## src/rtl/ff256_mult_pkg.sv

```systemverilog
// Shared constants and state encoding for the GF(256) multiplier
// Wishbone master and its wait timer.
package ff256_mult_pkg;

  localparam logic [1:0] OPERAND_ADDR = 2'b00;
  localparam logic [1:0] RESULT_ADDR  = 2'b11;

  localparam int unsigned TIMEOUT_CYC_DEF = 16;

  typedef enum logic [2:0] {
    ST_IDLE,
    ST_WR,
    ST_GAP,
    ST_RD,
    ST_RESP
  } state_e;

endpackage

```

## src/rtl/ff256_mult_wb_timer.sv

```systemverilog
// Clearable saturating wait counter; expire flags the last
// allowed cycle of a bus access.
module ff256_mult_wb_timer
  import ff256_mult_pkg::*;
#(
  parameter int unsigned LIMIT = TIMEOUT_CYC_DEF
) (
  input  logic clk,
  input  logic reset,
  input  logic clr_i,
  input  logic inc_i,
  output logic expired_o
);

  localparam int unsigned W = (LIMIT > 1) ? $clog2(LIMIT) : 1;
  localparam logic [W-1:0] MAX = W'(LIMIT - 1);

  logic [W-1:0] cnt_q;
  logic [W-1:0] cnt_d;

  always_comb begin
    cnt_d = cnt_q;
    if (clr_i) begin
      cnt_d = '0;
    end else if (inc_i && (cnt_q != MAX)) begin
      cnt_d = cnt_q + 1'b1;
    end
  end

  always_ff @(posedge clk or negedge reset) begin
    if (!reset) begin
      cnt_q <= '0;
    end else begin
      cnt_q <= cnt_d;
    end
  end

  assign expired_o = (cnt_q == MAX);

endmodule

```

## src/rtl/ff256_mult_wb_master.sv

```systemverilog
// Wishbone master: writes an operand pair to the GF(256) multiplier
// slave, reads the product back, and hands it to the consumer.
module ff256_mult_wb_master
  import ff256_mult_pkg::*;
#(
  parameter int unsigned BUS_WIDTH   = 2,
  parameter int unsigned DATA_WIDTH  = 32,
  parameter int unsigned BE_WIDTH    = 4,
  parameter int unsigned TIMEOUT_CYC = TIMEOUT_CYC_DEF
) (
  input  logic                  clk,
  input  logic                  reset,
  input  logic                  op_valid_i,
  input  logic [7:0]            op_f_i,
  input  logic [7:0]            op_p_i,
  output logic                  op_ready_o,
  output logic                  res_valid_o,
  output logic [7:0]            res_data_o,
  output logic                  res_err_o,
  input  logic                  res_ready_i,
  output logic [BUS_WIDTH-1:0]  adr_o,
  output logic [DATA_WIDTH-1:0] data_o,
  input  logic [DATA_WIDTH-1:0] data_i,
  output logic                  we_o,
  output logic                  stb_o,
  output logic                  cyc_o,
  output logic [BE_WIDTH-1:0]   sel_o,
  input  logic                  ack_i
);

  state_e state_q, state_d;

  logic [BUS_WIDTH-1:0]  adr_q, adr_d;
  logic [DATA_WIDTH-1:0] data_q, data_d;
  logic                  cyc_q, cyc_d;
  logic                  we_q, we_d;
  logic                  res_valid_q, res_valid_d;
  logic [7:0]            res_data_q, res_data_d;
  logic                  res_err_q, res_err_d;

  logic in_access;
  logic tmo_expired;
  logic unused_data;

  assign in_access = (state_q == ST_WR) || (state_q == ST_RD);

  ff256_mult_wb_timer #(
    .LIMIT(TIMEOUT_CYC)
  ) u_timer (
    .clk      (clk),
    .reset    (reset),
    .clr_i    (!in_access),
    .inc_i    (in_access && !ack_i),
    .expired_o(tmo_expired)
  );

  always_comb begin
    state_d    = state_q;
    adr_d      = adr_q;
    data_d     = data_q;
    res_data_d = res_data_q;
    res_err_d  = res_err_q;
    unique case (state_q)
      ST_IDLE: begin
        if (op_valid_i) begin
          state_d      = ST_WR;
          adr_d        = BUS_WIDTH'(OPERAND_ADDR);
          data_d       = '0;
          data_d[7:0]  = op_f_i;
          data_d[15:8] = op_p_i;
        end
      end
      ST_WR: begin
        if (ack_i) begin
          state_d = ST_GAP;
        end else if (tmo_expired) begin
          state_d    = ST_RESP;
          res_data_d = '0;
          res_err_d  = 1'b1;
        end
      end
      ST_GAP: begin
        state_d = ST_RD;
        adr_d   = BUS_WIDTH'(RESULT_ADDR);
      end
      ST_RD: begin
        if (ack_i) begin
          state_d    = ST_RESP;
          res_data_d = data_i[7:0];
          res_err_d  = 1'b0;
        end else if (tmo_expired) begin
          state_d    = ST_RESP;
          res_data_d = '0;
          res_err_d  = 1'b1;
        end
      end
      ST_RESP: begin
        if (res_ready_i) begin
          state_d = ST_IDLE;
        end
      end
      default: state_d = ST_IDLE;
    endcase
    // bus/result strobes follow the state being entered
    cyc_d       = (state_d == ST_WR) || (state_d == ST_RD);
    we_d        = (state_d == ST_WR);
    res_valid_d = (state_d == ST_RESP);
  end

  always_ff @(posedge clk or negedge reset) begin
    if (!reset) begin
      state_q     <= ST_IDLE;
      adr_q       <= '0;
      data_q      <= '0;
      cyc_q       <= 1'b0;
      we_q        <= 1'b0;
      res_valid_q <= 1'b0;
      res_data_q  <= '0;
      res_err_q   <= 1'b0;
    end else begin
      state_q     <= state_d;
      adr_q       <= adr_d;
      data_q      <= data_d;
      cyc_q       <= cyc_d;
      we_q        <= we_d;
      res_valid_q <= res_valid_d;
      res_data_q  <= res_data_d;
      res_err_q   <= res_err_d;
    end
  end

  assign op_ready_o  = (state_q == ST_IDLE);
  assign res_valid_o = res_valid_q;
  assign res_data_o  = res_data_q;
  assign res_err_o   = res_err_q;
  assign adr_o       = adr_q;
  assign data_o      = data_q;
  assign cyc_o       = cyc_q;
  assign stb_o       = cyc_q;
  assign we_o        = we_q;
  assign sel_o       = '1;

  assign unused_data = ^data_i[DATA_WIDTH-1:8];

endmodule

```

## config.mk

```make
export PLATFORM = sky130hd
export DESIGN_NAME = ff256_mult_wb_master
export DESIGN_NICKNAME = d
export VERILOG_FILES = /design/src/rtl/ff256_mult_pkg.sv /design/src/rtl/ff256_mult_wb_timer.sv /design/src/rtl/ff256_mult_wb_master.sv
export SDC_FILE = /design/constraint.sdc
export NUM_CORES = 1
export LEC_CHECK = 0
export ABC_AREA = 1
export CAP_MARGIN = 0
export CELL_PAD_IN_SITES_DETAIL_PLACEMENT = 2
export CELL_PAD_IN_SITES_GLOBAL_PLACEMENT = 2
export CORE_ASPECT_RATIO = 0.7
export CORE_UTILIZATION = 19
export DETAILED_ROUTE_END_ITERATION = 16
export GPL_TIMING_DRIVEN = 0
export MAX_ROUTING_LAYER = met4
export PLACE_DENSITY_LB_ADDON = 0.1
export SYNTH_ARGS = -nofsm -noshare
export SYNTH_HDL_FRONTEND = slang
export SYNTH_SLANG_ARGS = --single-unit
```

## constraint.sdc

```tcl
create_clock -name clk -period 1.35 [get_ports clk]
set_input_delay 0.27 -clock clk [delete_from_list [all_inputs] [get_ports clk]]
set_output_delay 0.27 -clock clk [all_outputs]
set_load 0.03 [all_outputs]
```

==> run summary, run 1 <==
The final worst clock skew came out at between 0.004 and 0.005 ns. The pin count of the biggest net entering global routing came out at 36. The total via count after detailed routing came out at 1556. Of all cell types, the one taking the most synthesized area is sky130_fd_sc_hd__dfrtp_1.

The number of placed instances, taps included, is 392. In this run the standard cell core region covers 0.00858 sq mm. The number of clock sinks seen by CTS is 36. The CTS clock-pin slew for the worst setup and hold paths came out at roughly 0.050 ns. Of all nets on the critical path, the largest fanout is 4.

The number of clock buffers inserted by TritonCTS is 5. The power per standard cell area came out at between 2000 and 2500 mW/mm^2. The final count of pins violating max slew is 0.

The setup TNS after final layout is -0.0598 ns. The total number of yosys warnings is 0. The utilization after layout came out at 32.1%.

The peak clock frequency supported by timing is around 0.71 GHz. The first-iteration detailed-routing DRC count is 21. The total length of routed wires is around 5.2 mm. The synthesized instance count is 193. The number of search-and-repair iterations in the first detailed-routing pass came out at 4. Summed over all cells, the static leakage comes to 1.39 nW. The largest individual stage delay along the critical path comes from the cell sky130_fd_sc_hd__dfrtp_2. The number of antenna violations at the first check in global routing was 0. The worst hold-check slack is 0.324 ns. The type of the setup path with the least slack is reg -> out.

At the worst endpoint, the required time is 1.08 ns. The layout-stage area growth over the synthesis result came out at 61.3%. The net count of the finished layout is 341. Summed over all nets, the half-perimeter wirelength after detailed placement is 3.64 mm. Among all flip-flop cells after synthesis, the most frequent one is sky130_fd_sc_hd__dfrtp_1. The number of global-route vias before repair is about 1500.

The number of input and output port buffers inserted came out at 60. Fill cells in the final layout number 991. The number of failing hold endpoints at the final stage is 0. At the later pin of the worst-skew pair, clock insertion delay measures 0.28 ns.

In this run the biggest area consumer among cell types represents a little over half of the synthesized area. The average cell area after synthesis is 8.86 sq um. The most common cell in the synthesized netlist is sky130_fd_sc_hd__nand2_1. The worst setup margin came out at -0.0598 ns. The number of antenna repair diodes is 0. By count the netlist is led by 59 x sky130_fd_sc_hd__nand2_1, 36 x sky130_fd_sc_hd__dfrtp_1, 22 x sky130_fd_sc_hd__buf_4, 13 x sky130_fd_sc_hd__nor2_1, 13 x sky130_fd_sc_hd__o21ai_0. The run finished, with violations left. The number of different library cells in the post-synthesis netlist came out at 21. The worst endpoint data arrival time came out at approximately 1.1 ns. In this design, the stage delay of the slowest critical-path cell is 0.42 ns. The checks that failed: setup timing. The proportion of synthesized chip area in sequential cells came out at 52.7%.

After detailed routing, the number of remaining DRC violations is 0. The min-delay analysis places its worst path in the category in -> async. The post-route clock period utilization is 104%. The starting density of the core is roughly a fifth. The post-layout instance count excluding filler cells is 407. The wire length per cell after detailed routing came out at 12.7 um. The number of ports placed on the die boundary came out at 105.

The overall die area came out at 0.00938 sq mm. Setup repair after global routing could not meet its margin everywhere. The count of antenna-violating nets left after detailed routing came out at 0. TritonCTS built the clock tree. The wire length of the first global-routing pass came out at 7.96 mm. The weighted congestion at the end of routability-driven global placement came out at 0.704.

From bottom edge to top edge, the die measures a little over 80 um. The via count normalized by instance count came out at 3.82. The routed design could run at a clock period as short as 1.41 ns. The residual overflow from global routing is 0.

The critical path goes through nor2_4 > nand2_2 > inv_4 > buf_6. The die extent in x is roughly 120 um. The kind of end point of the critical path is a primary output.

The async set-reset flop share out of synthesis came out at between 90% and 100%. Sorting the synthesized cells by area gives the leading types as sky130_fd_sc_hd__dfrtp_1 53%, sky130_fd_sc_hd__nand2_1 13%, sky130_fd_sc_hd__buf_4 9.7%, sky130_fd_sc_hd__o21ai_0 3.8%, sky130_fd_sc_hd__nor3_1 2.9%. The synthesized cell area is about 0.0017 sq mm. The tree is rooted in a sky130_fd_sc_hd__clkbuf_16. The number of enable flip-flop cells after synthesis came out at 0. The sort of element at the start of the critical path is a flip-flop. The reg-to-reg setup timing slack is about 0.050 ns. The buffer depth of the longest clock path came out at 2. The post-synthesis sequential element count is 36. The row count came out at 28.

The share of cells above drive strength 1 is 23.7%. The aggregate global-route resource usage came out at a little under an eighth. The number of max-cap violations is 0. The pre-CTS setup slack came out at -0.368 ns. The count of final setup violators is 1.

The H-tree was split into 2 levels. The worst voltage drop across the vdd grid is 0.789 mV.
-- logic make-up (layout without fill, tap and decap cells) --
family / Yosys count / after routing / share of synthesized area [%]
AO/OA/AOI/OAI: 16 / 16 / 4.90
adder cells (fa/ha/maj): 1 / 1 / 0.732
buffers and inverters: 38 / 114 / 14.3
flip-flops: 36 / 36 / 52.7
other: 2 / 20 / 0.439
AND/OR/NAND/NOR: 100 / 100 / 26.9
-- cells in the final DEF, fill, tap and decap left out, drive strengths merged --
cell type and instances:
dlygate4sd2 28, nand3b 1, clkbuf 6, clkdlybuf4s50 27, clkdlybuf4s15 1, dfrtp 36
buf 37, nand3 7, ha 1, dlygate4sd3 1, a22o 1, nor3 10
o21ai 14, clkinv 1, inv 13, a21oi 1, nand2 65, conb 20
nor2 17
-- metal layers --
layer | share of wire, % | vias up | wire length (um) | GRT usage (%)
met1 | 48 | 756 | 2480 | 14.5
met4 | 1.1 | 0 | 58 | 3.51
li1 | - | 753 | - | -
met3 | 4.3 | 5 | 222 | 3.06
met2 | 47 | 42 | 2410 | 18.0
met5 | 0 | - | 0 | -
-- stage by stage --
stage	cell area, sq um	power (mW)
2_1_floorplan	1780	3.81
3_3_place_gp	2530	5.11
3_5_place_dp	2540	5.18
4_1_cts	2680	6.08
5_1_grt	2760	6.61
6_report	2760	6.14
-- sequential cells by signal, indices dropped and copies added (netlist names) --
| name | flops |
|---|---|
| cyc_o | 1 |
| res_err_o | 1 |
| we_o | 1 |
| u_timer.cnt_q | 4 |
| state_q | 3 |
| res_data_o | 8 |
| data_o | 16 |
| res_valid_o | 1 |
| adr_o | 1 |
-- where the power goes --
group          total [mW]  switching [mW]  internal, mW
Clock                1.10           0.433         0.671
Sequential           1.85           0.294          1.56
Combinational        3.19            2.07          1.12
-- what timing repair did --
item                                    CTS  global route
setup buffers                             1             7
hold endpoints to repair                 36             0
pin swaps                                 1             5
endpoints found under the setup margin   50            31
resized for setup                        53            15
hold buffers                              1             0
-- final timing paths --
kind | startpoint | end | cells past startpoint
max | state_q[0] | op_ready_o | 4
min | reset | data_o[14] | 2
max reg2reg | state_q[0] | u_timer.cnt_q[2] | 7
min reg2reg | data_o[9] | data_o[9] | 2
max in group asynchronous | reset | state_q[0] | 3
min in group clk | data_o[9] | data_o[9] | 2
-- worst max-delay path, delay by kind of cell, from the launching register on --
kind / cells / cell delay, ns
buf+inv: 2 / 0.21
simple gates: 2 / 0.23
flops: 1 / 0.42
-- area by class of cell --
class,instances,area (sq um),area share (%)
sequential,36,903,32.8
multi-input combinational,137,687,24.9
timing repair buffer,70,643,23.3
buffer,24,184,6.67
tap,120,150,5.44
clock buffer,6,129,4.67
inverter,13,56.3,2.04
clock inverter,1,5.00,0.181
Power figures use the tool's default switching activity.
==> run 2, diff against run 1 <==
ABC_AREA = default   (was 1)
CORE_UTILIZATION = 21   (was 19)
TNS_END_PERCENT = 5   (was default)
==> run 2 against run 1 <==
Effect of this change: the flow still finishes with violations (setup timing); cell area increased by 2.2%; clock skew decreased by 0.0015 ns; synthesized cell count decreased by 25%; synthesized area increased by 1.3%; clock power increased by 5%; sequential share of layout area decreased by 0.71 points; critical endpoint is now data_o[6]; largest power group unchanged.
==> run summary, run 2 <==
The flow ran to the end, but the final reports show violations. The checks that failed: setup timing. Counting tap cells, the placed design contains a total of 325 instances. Entering global routing, the biggest net connects 36 pins. The critical path in this run is classified as reg -> reg. The floorplan has 27 rows. Ranked by total cell area, the synthesized netlist is headed by sky130_fd_sc_hd__dfrtp_1 52%, sky130_fd_sc_hd__buf_4 10%, sky130_fd_sc_hd__mux2_4 8.7%, sky130_fd_sc_hd__nand2_1 4.1%, sky130_fd_sc_hd__mux2_2 3.9%.

The HPWL reported at the end of detailed placement is between 3 and 4 mm. The worst voltage drop across the vdd grid is approximately 0.86 mV. The synthesized cell area is 0.00173 sq mm. The final worst clock skew is 0.00320 ns.

The residual overflow from global routing is 0. The leakage power is 1.36 nW. For this run, the register share of the synthesized area comes to 52.0%. The number of ports placed on the die boundary came out at between 100 and 150. The worst-skew pair later-pin latency came out at 0.27 ns.

The peak clock frequency supported by timing came out at approximately 0.7 GHz. On the critical path, the stage with the largest delay is an instance of sky130_fd_sc_hd__dfrtp_2. The async set-reset flop share out of synthesis is 100%. sky130_fd_sc_hd__dfrtp_1 takes more of the synthesized area than any other cell. The predominant post-synthesis flop cell is sky130_fd_sc_hd__dfrtp_1. The number of enable flip-flop cells after synthesis came out at 0. The number of max-cap violations came out at 0. The wire length of the first global-routing pass came out at 7.39 mm.

The worst setup path is launched from a flip-flop. The number of flip-flops under the largest register name came out at 16. The core footprint is about 0.0079 sq mm. For this design the ratio of total power to cell area is 2250 mW/mm^2.

The final cell area excluding filler cells is 0.00282 sq mm. The via count normalized by instance count came out at 3.99. The aggregate global-route resource usage came out at between 10% and 20%. Measured along the x axis, the die boundary spans 111 um. TritonCTS created 5 clock buffers. After the last flow step, the layout net total stands at 292. The height of the chip came out at 78.0 um.

The number of global-route vias before repair is 1398. The average cell area after synthesis is 11.9 sq um. The post-layout instance count excluding filler cells is 340. The count of unresolved DRC violations after routing came out at 0.

The count of antenna-violating nets left after detailed routing came out at 0. The share of the synthesized area in the top cell type came out at 52.0%. The buffer depth of the longest clock path is 2. The number of buffer and inverter instances along the worst setup path came out at 3. The root buffer cell chosen for the clock tree is sky130_fd_sc_hd__clkbuf_16.

The TritonCTS clock tree is yes. The number of clock sinks seen by CTS is 36. The worst hold-check slack came out at 0.325 ns. After clock tree synthesis, the clock-pin slew on the worst setup and hold paths is 0.05 ns. The final layout contains routed wiring with a total length of 4.52 mm. The worst path in the final design needs a cycle of 1.43 ns, including I/O delays and setup. Yosys instantiated no cell more often than sky130_fd_sc_hd__dfrtp_1. The data required time of the worst path came out at approximately 1.5 ns.

The final count of pins violating max slew is 0. The placement-stage cell area is 0.00255 sq mm. The pre-CTS setup slack came out at -0.576 ns. The top fanout value on the critical path is 10. The number of antenna repair diodes is 0. The delay of the slowest critical-path stage came out at between 0.4 and 0.5 ns. Setup repair after global routing could not meet its margin everywhere. STA classifies the critical path endpoint as a flip-flop.

The number of antenna violations at the first check in global routing is 0. The worst setup margin came out at -0.0824 ns. The wire length per cell after detailed routing came out at between 10 and 15 um.

The count of final setup violators is 17. The routed layout has 1356 vias. The CTS H-tree depth came out at 2. The min-delay analysis places its worst path in the category in -> async. In the synthesized netlist, the number of instances is 145. Ranked by instance count, the synthesized netlist is headed by 36 x sky130_fd_sc_hd__dfrtp_1, 23 x sky130_fd_sc_hd__buf_4, 19 x sky130_fd_sc_hd__nand2_1, 10 x sky130_fd_sc_hd__mux2_4, 8 x sky130_fd_sc_hd__a21oi_1. The die covers 0.00862 sq mm. Counting flops and latches in the post-synthesis netlist gives 36.

The post-route clock period utilization is 106%. The number of failing hold endpoints at the final stage came out at 0. The starting density of the core came out at 21.8%.

The library cell used most frequently in the layout, excluding fill and tap cells, is sky130_fd_sc_hd__dfrtp_1. The number of search-and-repair iterations in the first detailed-routing pass came out at 4. The top cell types in the final layout, fill and taps aside, are 34 x sky130_fd_sc_hd__dfrtp_1, 26 x sky130_fd_sc_hd__buf_4, 26 x sky130_fd_sc_hd__dlygate4sd2_1.

In this run, the number of DRC markers left after iteration 0 of detailed routing was 30. The signal on the critical path passes through buf_4 > nor3_4 > buf_6 > buf_12 > mux2_4. In the final layout, the share of cells above drive strength 1 is between 20% and 30%. The total number of yosys warnings came out at 0. The area growth from synthesis to layout is 62.8%. Grouping stages by cell kind, the critical path spends the most delay in buffers and inverters. The number of different library cells in the post-synthesis netlist is 31. Data arrives at the worst endpoint at between 1.5 and 2 ns.

The number of input and output port buffers inserted came out at 60. The weighted congestion at the end of routability-driven global placement is 0.666.
-- run 2: per-stage QoR --
step | setup TNS [ns] | total power [mW] | utilization, %
after CTS | -2.21 | 6.28 | 34.5
final | -1.07 | 6.35 | 35.5
after floorplan | -0.759 | 3.95 | -
after detailed placement | -13.82 | 5.25 | 32.1
after global routing | -2.44 | 6.74 | 35.5
after global placement | -50.78 | 5.21 | 31.9
-- run 2: worst paths after layout --
path	slack, ns	depth (start not counted)	to	startpoint
min	0.33	2	data_o[6]	reset
min in group clk	0.48	1	res_err_o	res_err_o
max in group asynchronous	0.64	3	u_timer.cnt_q[0]	reset
max	-0.08	5	data_o[6]	state_q[0]
min reg2reg	0.48	1	res_err_o	res_err_o
max reg2reg	-0.08	5	data_o[6]	state_q[0]
-- run 2: kinds of logic (layout without fill, tap and decap cells) --
family	Yosys count	count (layout)	synth area share (%)
other cells	2	20	0.434
flops	36	36	52.0
mux	18	18	13.7
simple gates	41	41	13.6
compound gates	17	17	6.14
xor+xnor	1	1	0.506
buf+inv	29	105	12.9
fa+ha+maj	1	1	0.722
-- run 2: final cells by class --
class | count | area, sq um
sequential | 36 | 903
timing repair buffer | 68 | 661
buffer | 28 | 235
clock buffer | 8 | 146
multi-input combinational | 98 | 743
inverter | 1 | 3.75
fill | 865 | 5120
tap | 101 | 126
-- run 2: repair_timing --
| item | 4_1_cts | 5_1_grt |
|---|---|---|
| pin swaps | 3 | 2 |
| endpoints found under the hold margin | 36 | 0 |
| setup endpoints to repair | 65 | 38 |
| resized for setup | 54 | 15 |
| hold buffers | 1 | 0 |
| setup buffers | 3 | 3 |
-- run 2: where the power goes --
part | internal, mW | switching [mW]
logic | 1.49 | 1.86
registers | 1.57 | 0.277
clock network | 0.736 | 0.419
total | 3.79 | 2.56
-- run 2: metal layers --
layer	wire (um)	track usage, %	vias to the layer above
li1	-	-	640
met1	2270	15.2	667
met2	2010	17.0	47
met3	215	2.81	2
met4	29	3.20	0
met5	0	-	-
